==> config.mk <==
export PLATFORM = sky130hd
export DESIGN_NAME = z80_bus_responder
export DESIGN_NICKNAME = d
export VERILOG_FILES = /design/src/rtl/z80_bus_pkg.sv /design/src/rtl/z80_resp_ram.sv /design/src/rtl/z80_bus_responder.sv
export SDC_FILE = /design/constraint.sdc
export NUM_CORES = 2
export LEC_CHECK = 0
export BUFFER_PORTS_ARGS = -buffer_cell sky130_fd_sc_hd__buf_2
export CAP_MARGIN = 20
export CORE_AREA = 4 4 471 473
export DETAILED_ROUTE_END_ITERATION = 8
export DIE_AREA = 0 0 475 477
export MAX_ROUTING_LAYER = met4
export PLACE_DENSITY = 0.5
export SLEW_MARGIN = 10
export SYNTH_ARGS = -nofsm -noshare
export SYNTH_HDL_FRONTEND = slang
export SYNTH_SLANG_ARGS = --single-unit
==> constraint.sdc <==
create_clock -name clk -period 4.84 [get_ports clk]
set_input_delay 0.726 -clock clk [delete_from_list [all_inputs] [get_ports clk]]
set_output_delay 0.726 -clock clk [all_outputs]
set_load 0.02 [all_outputs]
==> src/rtl/z80_bus_pkg.sv <==
// Shared encodings for the Z80 bus responder.
//   - sel values driven on pins_ui[7:6] to pick the uo_out multiplex group
//   - bit indices of the captured control byte {busak,halt,rfsh,wr,rd,iorq,mreq,m1}_n
//   - scan FSM state type
//   - bit positions inside pins_ui
package z80_bus_pkg;

  localparam logic [1:0] SEL_ALO  = 2'b00;
  localparam logic [1:0] SEL_AHI  = 2'b01;
  localparam logic [1:0] SEL_CTRL = 2'b10;

  localparam int M1    = 0;
  localparam int MREQ  = 1;
  localparam int IORQ  = 2;
  localparam int RD    = 3;
  localparam int WR    = 4;
  localparam int RFSH  = 5;
  localparam int HALT  = 6;
  localparam int BUSAK = 7;

  // Each state names the action taken at the end of the fast cycle spent in it.
  typedef enum logic [2:0] {
    S_SEL_CTRL,
    S_CAP_CTRL,
    S_CAP_ALO,
    S_CAP_AHI,
    S_IDLE
  } scan_t;

  localparam int UI_WAIT  = 0;
  localparam int UI_INT   = 1;
  localparam int UI_NMI   = 2;
  localparam int UI_BUSRQ = 3;
  localparam int UI_EARLY = 4;
  localparam int UI_SEL   = 6;

endpackage

==> src/rtl/z80_resp_ram.sv <==
// Responder RAM: one write port shared by host preload and CPU writes
// (host wins on collision), asynchronous read. Contents are not reset.
//   clk                           fast clock
//   host_we/host_addr/host_wdata  preload write
//   cpu_we/cpu_addr/cpu_wdata     CPU memory write
//   raddr/rdata                   asynchronous read
module z80_resp_ram #(
  parameter int AW = 8
) (
  input  logic          clk,
  input  logic          host_we,
  input  logic [AW-1:0] host_addr,
  input  logic [7:0]    host_wdata,
  input  logic          cpu_we,
  input  logic [AW-1:0] cpu_addr,
  input  logic [7:0]    cpu_wdata,
  input  logic [AW-1:0] raddr,
  output logic [7:0]    rdata
);

  logic [7:0] mem [0:(1<<AW)-1];

  always_ff @(posedge clk) begin
    if (host_we)     mem[host_addr] <= host_wdata;
    else if (cpu_we) mem[cpu_addr]  <= cpu_wdata;
  end

  assign rdata = mem[raddr];

endmodule

==> src/rtl/z80_bus_responder.sv <==
// Memory/IO system on the far side of the TinyTapeout Z80 pin interface.
// Generates the Z80 clock and reset, scans the multiplexed uo_out pins into
// control/address registers once per Z80 half-period, and answers memory,
// I/O and interrupt-acknowledge cycles.
//   clk, rst_n          fast clock, async active-low reset
//   pins_uo             CPU uo_out (ctrl / A[7:0] / A[15:8] by sel)
//   pins_uio_in/_oe     CPU data out and its enable (bit 0 only)
//   pins_ui             {sel[1:0], EARLY, busrq_n, nmi_n, int_n, wait_n}
//   pins_uio_out        data to CPU
//   z80_clk, z80_rst_n  CPU clock and reset
//   irq                 active-high interrupt request
//   io_in               I/O read data
//   io_out/io_addr      I/O write data and port, io_strobe one-clk pulse
//   host_we/addr/wdata  RAM preload
// Optional feature: define Z80_RESP_WAIT_EN to insert WAIT_STATES wait
// cycles on each memory read; otherwise wait_n is tied high.
module z80_bus_responder
  import z80_bus_pkg::*;
#(
  parameter int         HALF        = 4,
  parameter int         MEM_AW      = 8,
  parameter logic [7:0] INT_VECTOR  = 8'hFF,
  parameter logic [1:0] EARLY       = 2'b00,
  parameter int         RST_CYCLES  = 4,
  parameter int         WAIT_STATES = 1
) (
  input  logic              clk,
  input  logic              rst_n,
  input  logic [7:0]        pins_uo,
  input  logic [7:0]        pins_uio_in,
  input  logic [7:0]        pins_uio_oe,
  output logic [7:0]        pins_ui,
  output logic [7:0]        pins_uio_out,
  output logic              z80_clk,
  output logic              z80_rst_n,
  input  logic              irq,
  input  logic [7:0]        io_in,
  output logic [7:0]        io_out,
  output logic [7:0]        io_addr,
  output logic              io_strobe,
  input  logic              host_we,
  input  logic [MEM_AW-1:0] host_addr,
  input  logic [7:0]        host_wdata
);

  localparam int CW = $clog2(HALF);
  localparam int RW = $clog2(RST_CYCLES + 1);

  // ---------------- clock generation ----------------
  logic [CW-1:0] cnt, cnt_nxt;
  logic          wrap;

  assign wrap    = (cnt == CW'(HALF - 1));
  assign cnt_nxt = wrap ? '0 : cnt + 1'b1;

  always_ff @(posedge clk or negedge rst_n) begin
    if (!rst_n) begin
      cnt     <= '0;
      z80_clk <= 1'b0;
    end else begin
      cnt <= cnt_nxt;
      if (wrap) z80_clk <= ~z80_clk;
    end
  end

  // ---------------- CPU reset ----------------
  logic [RW-1:0] rcnt;

  // Counts z80_clk rising edges (a wrap while z80_clk is low), saturating.
  always_ff @(posedge clk or negedge rst_n) begin
    if (!rst_n) begin
      rcnt      <= '0;
      z80_rst_n <= 1'b0;
    end else begin
      if (wrap && !z80_clk && rcnt != RW'(RST_CYCLES)) rcnt <= rcnt + 1'b1;
      if (rcnt == RW'(RST_CYCLES)) z80_rst_n <= 1'b1;
    end
  end

  // ---------------- scan FSM ----------------
  // The state is derived one cycle ahead from the counter, so each slot's
  // action lands on the edge where the counter enters that slot. This leaves
  // HALF-3 fast cycles between decode and the next z80_clk edge.
  scan_t      scan, scan_nxt;
  logic [1:0] sel, sel_nxt;
  logic       cap_ctrl, cap_alo, cap_ahi;

  always_ff @(posedge clk or negedge rst_n) begin
    if (!rst_n) scan <= S_CAP_CTRL;
    else        scan <= scan_nxt;
  end

  always_comb begin
    scan_nxt = S_IDLE;
    if (cnt_nxt == CW'(HALF - 1)) scan_nxt = S_SEL_CTRL;
    else if (cnt_nxt == CW'(0))   scan_nxt = S_CAP_CTRL;
    else if (cnt_nxt == CW'(1))   scan_nxt = S_CAP_ALO;
    else if (cnt_nxt == CW'(2))   scan_nxt = S_CAP_AHI;

    sel_nxt  = sel;
    cap_ctrl = 1'b0;
    cap_alo  = 1'b0;
    cap_ahi  = 1'b0;
    case (scan)
      S_SEL_CTRL: sel_nxt = SEL_CTRL;
      S_CAP_CTRL: begin cap_ctrl = 1'b1; sel_nxt = SEL_ALO;  end
      S_CAP_ALO:  begin cap_alo  = 1'b1; sel_nxt = SEL_AHI;  end
      S_CAP_AHI:  begin cap_ahi  = 1'b1; sel_nxt = SEL_CTRL; end
      default: ;
    endcase
  end

  // ---------------- capture and decode ----------------
  logic [7:0]  ctrl, ctrl_prev, dat, a_lo, a_hi;
  logic        oe;
  logic [15:0] addr_now;
  logic [7:0]  ram_rdata, rd_val;
  logic        rd_dec, mem_wr, io_wr, mem_rd_first;
  logic        int_n, wait_n;

  // A[15:8] is on the pins during the decode edge itself.
  assign addr_now = {pins_uo, a_lo};

  // First-half-period qualifiers look at the previous slot-1 sample so a
  // write held across several half-periods acts once.
  always_comb begin
    rd_dec       = 1'b0;
    rd_val       = pins_uio_out;
    mem_wr       = 1'b0;
    io_wr        = 1'b0;
    mem_rd_first = 1'b0;
    if (ctrl[RFSH]) begin
      if (!ctrl[M1] && !ctrl[IORQ]) begin
        rd_dec = 1'b1;
        rd_val = INT_VECTOR;
      end else if (!ctrl[MREQ] && !ctrl[RD]) begin
        rd_dec       = 1'b1;
        rd_val       = ram_rdata;
        mem_rd_first = ctrl_prev[MREQ] | ctrl_prev[RD];
      end else if (!ctrl[MREQ] && !ctrl[WR] && oe) begin
        mem_wr = ctrl_prev[WR];
      end else if (!ctrl[IORQ] && !ctrl[RD]) begin
        rd_dec = 1'b1;
        rd_val = io_in;
      end else if (!ctrl[IORQ] && !ctrl[WR] && oe) begin
        io_wr = ctrl_prev[WR];
      end
    end
  end

  always_ff @(posedge clk or negedge rst_n) begin
    if (!rst_n) begin
      sel          <= SEL_CTRL;
      ctrl         <= '0;
      ctrl_prev    <= '1;
      dat          <= '0;
      oe           <= 1'b0;
      a_lo         <= '0;
      a_hi         <= '0;
      pins_uio_out <= '0;
      io_out       <= '0;
      io_addr      <= '0;
      io_strobe    <= 1'b0;
      int_n        <= 1'b1;
    end else begin
      sel       <= sel_nxt;
      io_strobe <= 1'b0;
      if (cap_ctrl) begin
        ctrl_prev <= ctrl;
        ctrl      <= pins_uo;
        dat       <= pins_uio_in;
        oe        <= pins_uio_oe[0];
      end
      if (cap_alo) a_lo <= pins_uo;
      if (cap_ahi) begin
        a_hi  <= pins_uo;
        int_n <= ~irq;
        if (rd_dec) pins_uio_out <= rd_val;
        if (io_wr) begin
          io_out    <= dat;
          io_addr   <= a_lo;
          io_strobe <= 1'b1;
        end
      end
    end
  end

  z80_resp_ram #(.AW(MEM_AW)) u_ram (
    .clk        (clk),
    .host_we    (host_we),
    .host_addr  (host_addr),
    .host_wdata (host_wdata),
    .cpu_we     (cap_ahi & mem_wr),
    .cpu_addr   (addr_now[MEM_AW-1:0]),
    .cpu_wdata  (dat),
    .raddr      (addr_now[MEM_AW-1:0]),
    .rdata      (ram_rdata)
  );

  // ---------------- wait states ----------------
`ifdef Z80_RESP_WAIT_EN
  localparam int WW = $clog2(2 * WAIT_STATES + 1);
  logic [WW-1:0] wcnt;

  // Counts remaining half-periods of wait, ticking at each decode slot.
  always_ff @(posedge clk or negedge rst_n) begin
    if (!rst_n) begin
      wcnt   <= '0;
      wait_n <= 1'b1;
    end else if (cap_ahi) begin
      if (wcnt == WW'(1)) begin
        wcnt   <= '0;
        wait_n <= 1'b1;
      end else if (wcnt != '0) begin
        wcnt <= wcnt - 1'b1;
      end else if (mem_rd_first) begin
        wcnt   <= WW'(2 * WAIT_STATES);
        wait_n <= 1'b0;
      end
    end
  end
`else
  assign wait_n = 1'b1;
  logic unused_wait;
  assign unused_wait = mem_rd_first;
`endif

  // ---------------- pins_ui ----------------
  always_comb begin
    pins_ui                  = '0;
    pins_ui[UI_SEL +: 2]     = sel;
    pins_ui[UI_EARLY +: 2]   = EARLY;
    pins_ui[UI_BUSRQ]        = 1'b1;
    pins_ui[UI_NMI]          = 1'b1;
    pins_ui[UI_INT]          = int_n;
    pins_ui[UI_WAIT]         = wait_n;
  end

  // Captured but not consumed by any decode path.
  logic unused_ok;
  assign unused_ok = &{1'b0, a_hi, addr_now, ctrl, ctrl_prev, pins_uio_oe[7:1]};

endmodule
Yosys cells after proc, flatten, opt, wreduce, memory -nomap -nowiden
Memory sizes are Yosys's and may differ from the RTL's.
Cells that the tools add are included.
- bits in latches: 0
- ROM bits: 0
- word-level logic and storage cells: 93
- memories kept: 1
- bits in registers: 66
- output and inout bits: 35
- input bits: 52
- memory bits (writable): 2048
- memories (memory ; depth ; bits a word ; read ports ; clocked after Yosys merged registers in ; wr ports ; RTL line ; text):
    u_ram.mem ; 256 ; 8 ; 1 ; 0 ; 1 ; z80_resp_ram.sv:21 ; logic [7:0] mem [0:(1<<AW)-1];
- add/subtract/negate cells: 2
- order comparisons: 0
- bitwise logic cells: 3
- reductions and logical operators: 23
- shift operators: 0
- multiplexer cells: 38
- eq/ne operators: 10
- multiply operators: 0
- div/mod/pow operators: 0
- operator list (operator ; count):
    8-bit two-way mux ; 6
    1-bit two-way mux ; 26
    3-bit two-way mux ; 4
    1-bit logical AND ; 9
    8-bit OR reduction ; 1
    2-bit equality test (second input constant) ; 3
    3-bit by 2-bit equality test with 1-bit output (second input constant) ; 2
    1-bit zero test ; 6
    3-bit inequality test (second input constant) ; 2
    2-bit one-hot mux with 3 select lines ; 1
    3-bit nonzero test ; 2
    5-bit AND reduction ; 1
    3-bit by 1-bit adder with 3-bit output (second input constant) ; 1
    3-bit by 1-bit equality test with 1-bit output (second input constant) ; 1
    3-bit equality test (second input constant) ; 1
    3-bit zero test ; 1
    2-bit by 1-bit adder with 2-bit output (second input constant) ; 1
    2-bit by 1-bit equality test with 1-bit output (second input constant) ; 1
    2-bit zero test ; 1
    2-bit two-way mux ; 1
    1-bit NOT ; 2
    2-bit AND reduction ; 1
    2-bit OR reduction ; 1
    1-bit AND ; 1

Logic depth before layout (Yosys ltp)
- depth after elaboration: 13
- gate-level depth with buffers: 12
- gate-level depth less buffers: 7

By module
Synthesis repeated with hierarchy kept, for this count alone.
- cell total of the unflattened synthesis: 4015
- area total of the unflattened synthesis: 82962.1 µm²
- modules (own cells, without submodules) (module ; instances ; area each (µm²) ; cells an instance ; seq. area each (µm²)):
    z80_resp_ram ; 1 ; 80380.8 ; 3825 ; 61499.0
    z80_bus_responder ; 1 ; 2581.2 ; 190 ; 1556.5

Least setup slack after synthesis
Ideal clock, no wire load.
- path type: register to register
- from: register scan[0]
- to: memory u_ram.mem[0][0] (data pin)
- buffers on the path: 2
- required time: 4285 ps
- path slack: 518 ps
- setup time: 555 ps
- arrival time: 3767 ps
- cell stages (with the launch flop): 7
- clock period less this slack: 4322 ps
- cell sequence: dfstp_2 -> nand4b_1 -> or3_1 -> or4_4 -> buf_6 -> buf_2 -> mux2_2
- cells in the longest elaborated chain, start to end: 8
- RTL lines (what ; RTL line ; text):
    from (decl) ; z80_bus_responder.sv:84 ; scan_t scan, scan_nxt;
    from (signal assigned) ; z80_bus_responder.sv:90 ; else scan <= scan_nxt;
    3-bit by 2-bit equality test with 1-bit output ; z80_bus_responder.sv:104 ; case (scan)
    1-bit two-way mux ; z80_bus_responder.sv:104 ;
    1-bit AND ; z80_bus_responder.sv:193 ; .cpu_we (cap_ahi & mem_wr),
    1-bit two-way mux ; z80_resp_ram.sv:25 ; else if (cpu_we) mem[cpu_addr] <= cpu_wdata;
    1-bit two-way mux ; z80_resp_ram.sv:24 ; if (host_we) mem[host_addr] <= host_wdata;
    1-bit two-way mux (implied by the code) ; z80_resp_ram.sv:25 ;
    8-bit OR reduction (no source line) ; -- ;
    8-bit two-way mux (no source line) ; -- ;
    to (decl) ; z80_resp_ram.sv:21 ;
No other way between the ends.

Final worst setup path
- from: register scan[0]
- to: memory u_ram.mem[80][6], enable pin
- cells in the longest elaborated chain, start to end: 8
- elaborated cells on any way between the ends: 9
- those cells by class: eq/ne: 1; mux: 6; bitwise: 1; reduce/logical: 1
- RTL lines (what ; RTL line):
    3-bit by 2-bit equality test with 1-bit output * ; z80_bus_responder.sv:104
    1-bit two-way mux * ; z80_bus_responder.sv:104
    1-bit AND * ; z80_bus_responder.sv:193
    1-bit two-way mux * ; z80_resp_ram.sv:25
    1-bit two-way mux * ; z80_resp_ram.sv:24
    1-bit two-way mux (implied by the code) * ; z80_resp_ram.sv:25
    8-bit OR reduction (no source line) ; --
    8-bit two-way mux (no source line) or 1-bit two-way mux (tied branches) ; --
Mark *: on every way between the ends. The rest lies on a longest branch, timed or not.

==> results.sh <==
export IMPL_maxSlewViolCount=0
export IMPL_worstHoldStart="pins_uo[6]"
export IMPL_cts_root_buf="clkbuf_16"
export IMPL_drt_pass1_iterations=6
export IMPL_grt_max_degree=88
export IMPL_path_clk_slew_ns=0.06
export IMPL_cpMostUsedCell="buf_4"
export IMPL_ys_warn_count=0
export IMPL_nNetsFinal=4682
export IMPL_crit_required_ns=5.38
export IMPL_die_y_um=477
export IMPL_max_cap_viol_count=0
export IMPL_critical_path_arrival_ns=4.79
export IMPL_worst_hold_path_type="in2reg"
export IMPL_fin_crit_ns=4.247
export IMPL_synthToLayoutAreaGrowth_pct=17.73
export IMPL_synthSimpleGateAreaFrac_pct=2.986
export IMPL_register_area_um2=63070
export IMPL_synth_compound_area_share_pct=3.333
export IMPL_grt_pass1_vias=43515
export IMPL_io_pins=87
export IMPL_multi_input_area_um2=17940
export IMPL_gp_congestion=0.8465
export IMPL_slew_headroom_pct=21.73
export IMPL_muxShareOfSynthArea_pct=15.16
export IMPL_postSynth_asyncResetShare_pct=2.938
export IMPL_r2r_setup_slack_ns=0.59
export IMPL_syn_instance_count=4008
export IMPL_clock_sinks=2110
export IMPL_critical_path_top_delay_family="simple AND/OR/NAND/NOR gates"
export IMPL_initial_core_util_pct=37.90
export IMPL_tightest_slew_ns=1.174
export IMPL_crit_type="reg2reg"
export IMPL_core_area_um2=217000
export IMPL_wl_per_cell_um=32.64
export IMPL_cpMaxStageDelayCell="or4_4"
export IMPL_synth_top_family_by_area="multiplexers"
export IMPL_power_density_nw_per_um2=415.2
export IMPL_r2r_cells=8
export IMPL_grt_use_total_pct=22.59
export IMPL_synth_xor_area_share_pct=0.04261
export IMPL_detail_route_antenna_nets=0
export IMPL_routed_wl_mm=250.2
export IMPL_place_ws_ns=0.7122
export IMPL_dp_cells=7263
export IMPL_netlist_area_leader_share_pct=74.80
export IMPL_dieArea_um2=226600
export IMPL_rsz0062_at_grt="no"
export IMPL_yosys_area_share_adder_pct=0.06088
export IMPL_hpwl_mm=163.7
export IMPL_hold_depth=2
export IMPL_cp_start_kind="register"
export IMPL_reg2reg_from="scan[0]$_DFF_PN1_"
export IMPL_vdd_drop_max_uv=362.0
export IMPL_synth_avg_cell_area_um2=20.51
export IMPL_path_cells="nand4b_1, or3_1, or4_4, o31ai_4, nand3_1, buf_4, nor2_1, buf_4"
export IMPL_drive_gt1_share_pct=30.79
export IMPL_cts_buffer_depth=3
export IMPL_timing_final_crit_share_pct=87.75
export IMPL_fmax_mhz=235.4
export IMPL_fill_cells=18691
export IMPL_drc=0
export IMPL_portBuffers=74
export IMPL_finClkSkew_ns=0.03172
export IMPL_holdPathEnd="a_lo[6]$_DFFE_PN0N_"
export IMPL_h_tree_depth=4
export IMPL_end_kind="register"
export IMPL_ys_seq_area_share_pct=76.70
export IMPL_setup_viol=0
export IMPL_instances_no_fill=7665
export IMPL_synth_flop_cell="edfxtp_1"
export IMPL_path_max_fanout=39
export IMPL_cts_tree="yes"
export IMPL_status="finished clean"
export IMPL_vias_per_cell=5.644
export IMPL_die_w_um=475
export IMPL_hold_violations=0
export IMPL_yosysTopAreaCell="edfxtp_1"
export IMPL_synth_edf_count=2048
export IMPL_ys_seq_elements=2110
export IMPL_grt_pass1_wl_mm=349.5
export IMPL_grt_overflow=0
export IMPL_drt_iter0_drc=5000
export IMPL_worst_slack_ns=0.5927
export IMPL_p_leak_nw=31.57
export IMPL_synth_cell_types=73
export IMPL_timing_rr_end="u_ram.mem[80][6]$_DFFE_PP_"
export IMPL_vias=43259
export IMPL_holdWs_ns=0.1043
export IMPL_slowest_delay_ns=0.83
export IMPL_final_setup_tns_ns=0
export IMPL_antenna_found_initial=19
export IMPL_numCtsBuffers=212
export IMPL_path_buf_inv=2
export IMPL_worstSkewPairLatency_ns=0.85
export IMPL_syn_area_um2=82210
export IMPL_row_count=171
export IMPL_synth_area_leaders="edfxtp_1 75%, mux4_2 12%, mux2i_1 2.2%, dfrtp_1 1.8%, nor2_1 1.3%"
where the power goes:
group          internal (mW)  switching, mW  total [mW]
logic                   1.26           2.19        3.45
registers               20.1          0.118        20.2
clock network           9.46           7.06        16.5
through the flow:
stage / util (%) / power, mW / area (µm²)
floorplan: - / 22.46 / 82230
global placement: 41.39 / 24.06 / 89790
detailed placement: 41.39 / 24.08 / 89790
CTS: 44.59 / 40.50 / 96750
global route: 44.61 / 41.42 / 96790
finish: 44.62 / 40.19 / 96790
worst max-delay path by stage:
stage	startpoint	to	slack, ns	cells past startpoint
3_3_place_gp	scan[0]$_DFF_PN1_	u_ram.mem[38][7]$_DFFE_PP_	0.72	8
6_report	scan[0]$_DFF_PN1_	u_ram.mem[80][6]$_DFFE_PP_	0.59	8
3_5_place_dp	scan[0]$_DFF_PN1_	u_ram.mem[80][6]$_DFFE_PP_	0.71	8
2_1_floorplan	scan[0]$_DFF_PN1_	u_ram.mem[0][0]$_DFFE_PP_	0.52	6
5_1_grt	scan[0]$_DFF_PN1_	u_ram.mem[164][1]$_DFFE_PP_	0.55	8
4_1_cts	scan[0]$_DFF_PN1_	u_ram.mem[80][6]$_DFFE_PP_	0.68	8
what timing repair did:
| item | 4_1_cts | 5_1_grt |
|---|---|---|
| setup buffers | 0 | 0 |
| hold buffers | 2 | 0 |
| resized for setup | 0 | 0 |
| endpoints found under the hold margin | 40 | 0 |
kinds of logic after synthesis:
kind of cell,Yosys count
AOI/OAI and AO/OA,380
xor gates and xnor gates,4
adders and majority gates,4
buffers and inverters,247
DFF,2110
muxes,680
other,2
and+or+nand+nor,581
synth_stat cells (all sizes together), types with 5 or more instances:
library cell and instances:
a211oi 12, a21oi 59, a221oi 10, a22o 7
a22oi 34, a31oi 11, a32oi 8, a41oi 6
and2 9, and3 9, buf 158, clkbuf 78
dfrtp 58, edfxtp 2048, inv 10, mux2 49
mux2i 184, mux4 447, nand2 172, nand2b 10
nand3 31, nand3b 8, nor2 286, nor2b 10
nor3 18, nor4 11, o21ai 37, o221ai 40
o22ai 85, o31ai 6, o41ai 26, or3 5
metal layers:
layer / global-route usage [%] / share of wire (%) / vias up
met5: - / 0 / -
met4: 6.422 / 2.9 / 0
met3: 3.905 / 6.4 / 336
met2: 34.86 / 48 / 1525
met1: 31.03 / 43 / 23526
li1: - / - / 17872
worst register-to-register path, stage by stage, from the launching register on:
cell and delay (ns):
dfstp_2 0.58, nand4b_1 0.41, or3_1 0.58, or4_4 0.83, o31ai_4 0.49, nand3_1 0.12, buf_4 0.32, nor2_1 0.39
buf_4 0.23
state kept, by name (all words and copies together) (netlist names), 2 cells and up:
register / cells
u_ram.mem: 2048
a_lo: 8
dat: 8
io_addr: 8
io_out: 8
pins_uio_out: 8
ctrl: 6
rcnt: 3
scan: 3
cnt: 2
sel: 2
area by class of cell:
type | count | share of cell area (%)
sequential | 2110 | 65.16
multi-input combinational | 1655 | 18.53
clock buffer | 261 | 5.714
timing repair buffer | 636 | 5.377
tap | 2854 | 3.689
clock inverter | 130 | 1.456
inverter | 11 | 0.04783
antenna | 8 | 0.02068
cell usage in the layout, fill, tap and decap left out, types with 12 or more instances in the layout:
| master | instances |
|---|---|
| a211oi_1 | 12 |
| a21oi_1 | 59 |
| a22oi_1 | 34 |
| buf_12 | 47 |
| buf_2 | 73 |
| buf_4 | 513 |
| bufinv_16 | 25 |
| clkbuf_1 | 46 |
| clkbuf_16 | 213 |
| clkinv_1 | 41 |
| clkinv_2 | 45 |
| dfrtp_1 | 52 |
| edfxtp_1 | 2048 |
| mux2_2 | 41 |
| mux2i_1 | 184 |
| mux4_2 | 447 |
| nand2_1 | 170 |
| nand3_1 | 31 |
| nor2_1 | 282 |
| nor3_1 | 18 |
| o21ai_0 | 24 |
| o221ai_1 | 40 |
| o22ai_1 | 85 |
| o41ai_1 | 26 |
Power figures use the tool's default switching activity.
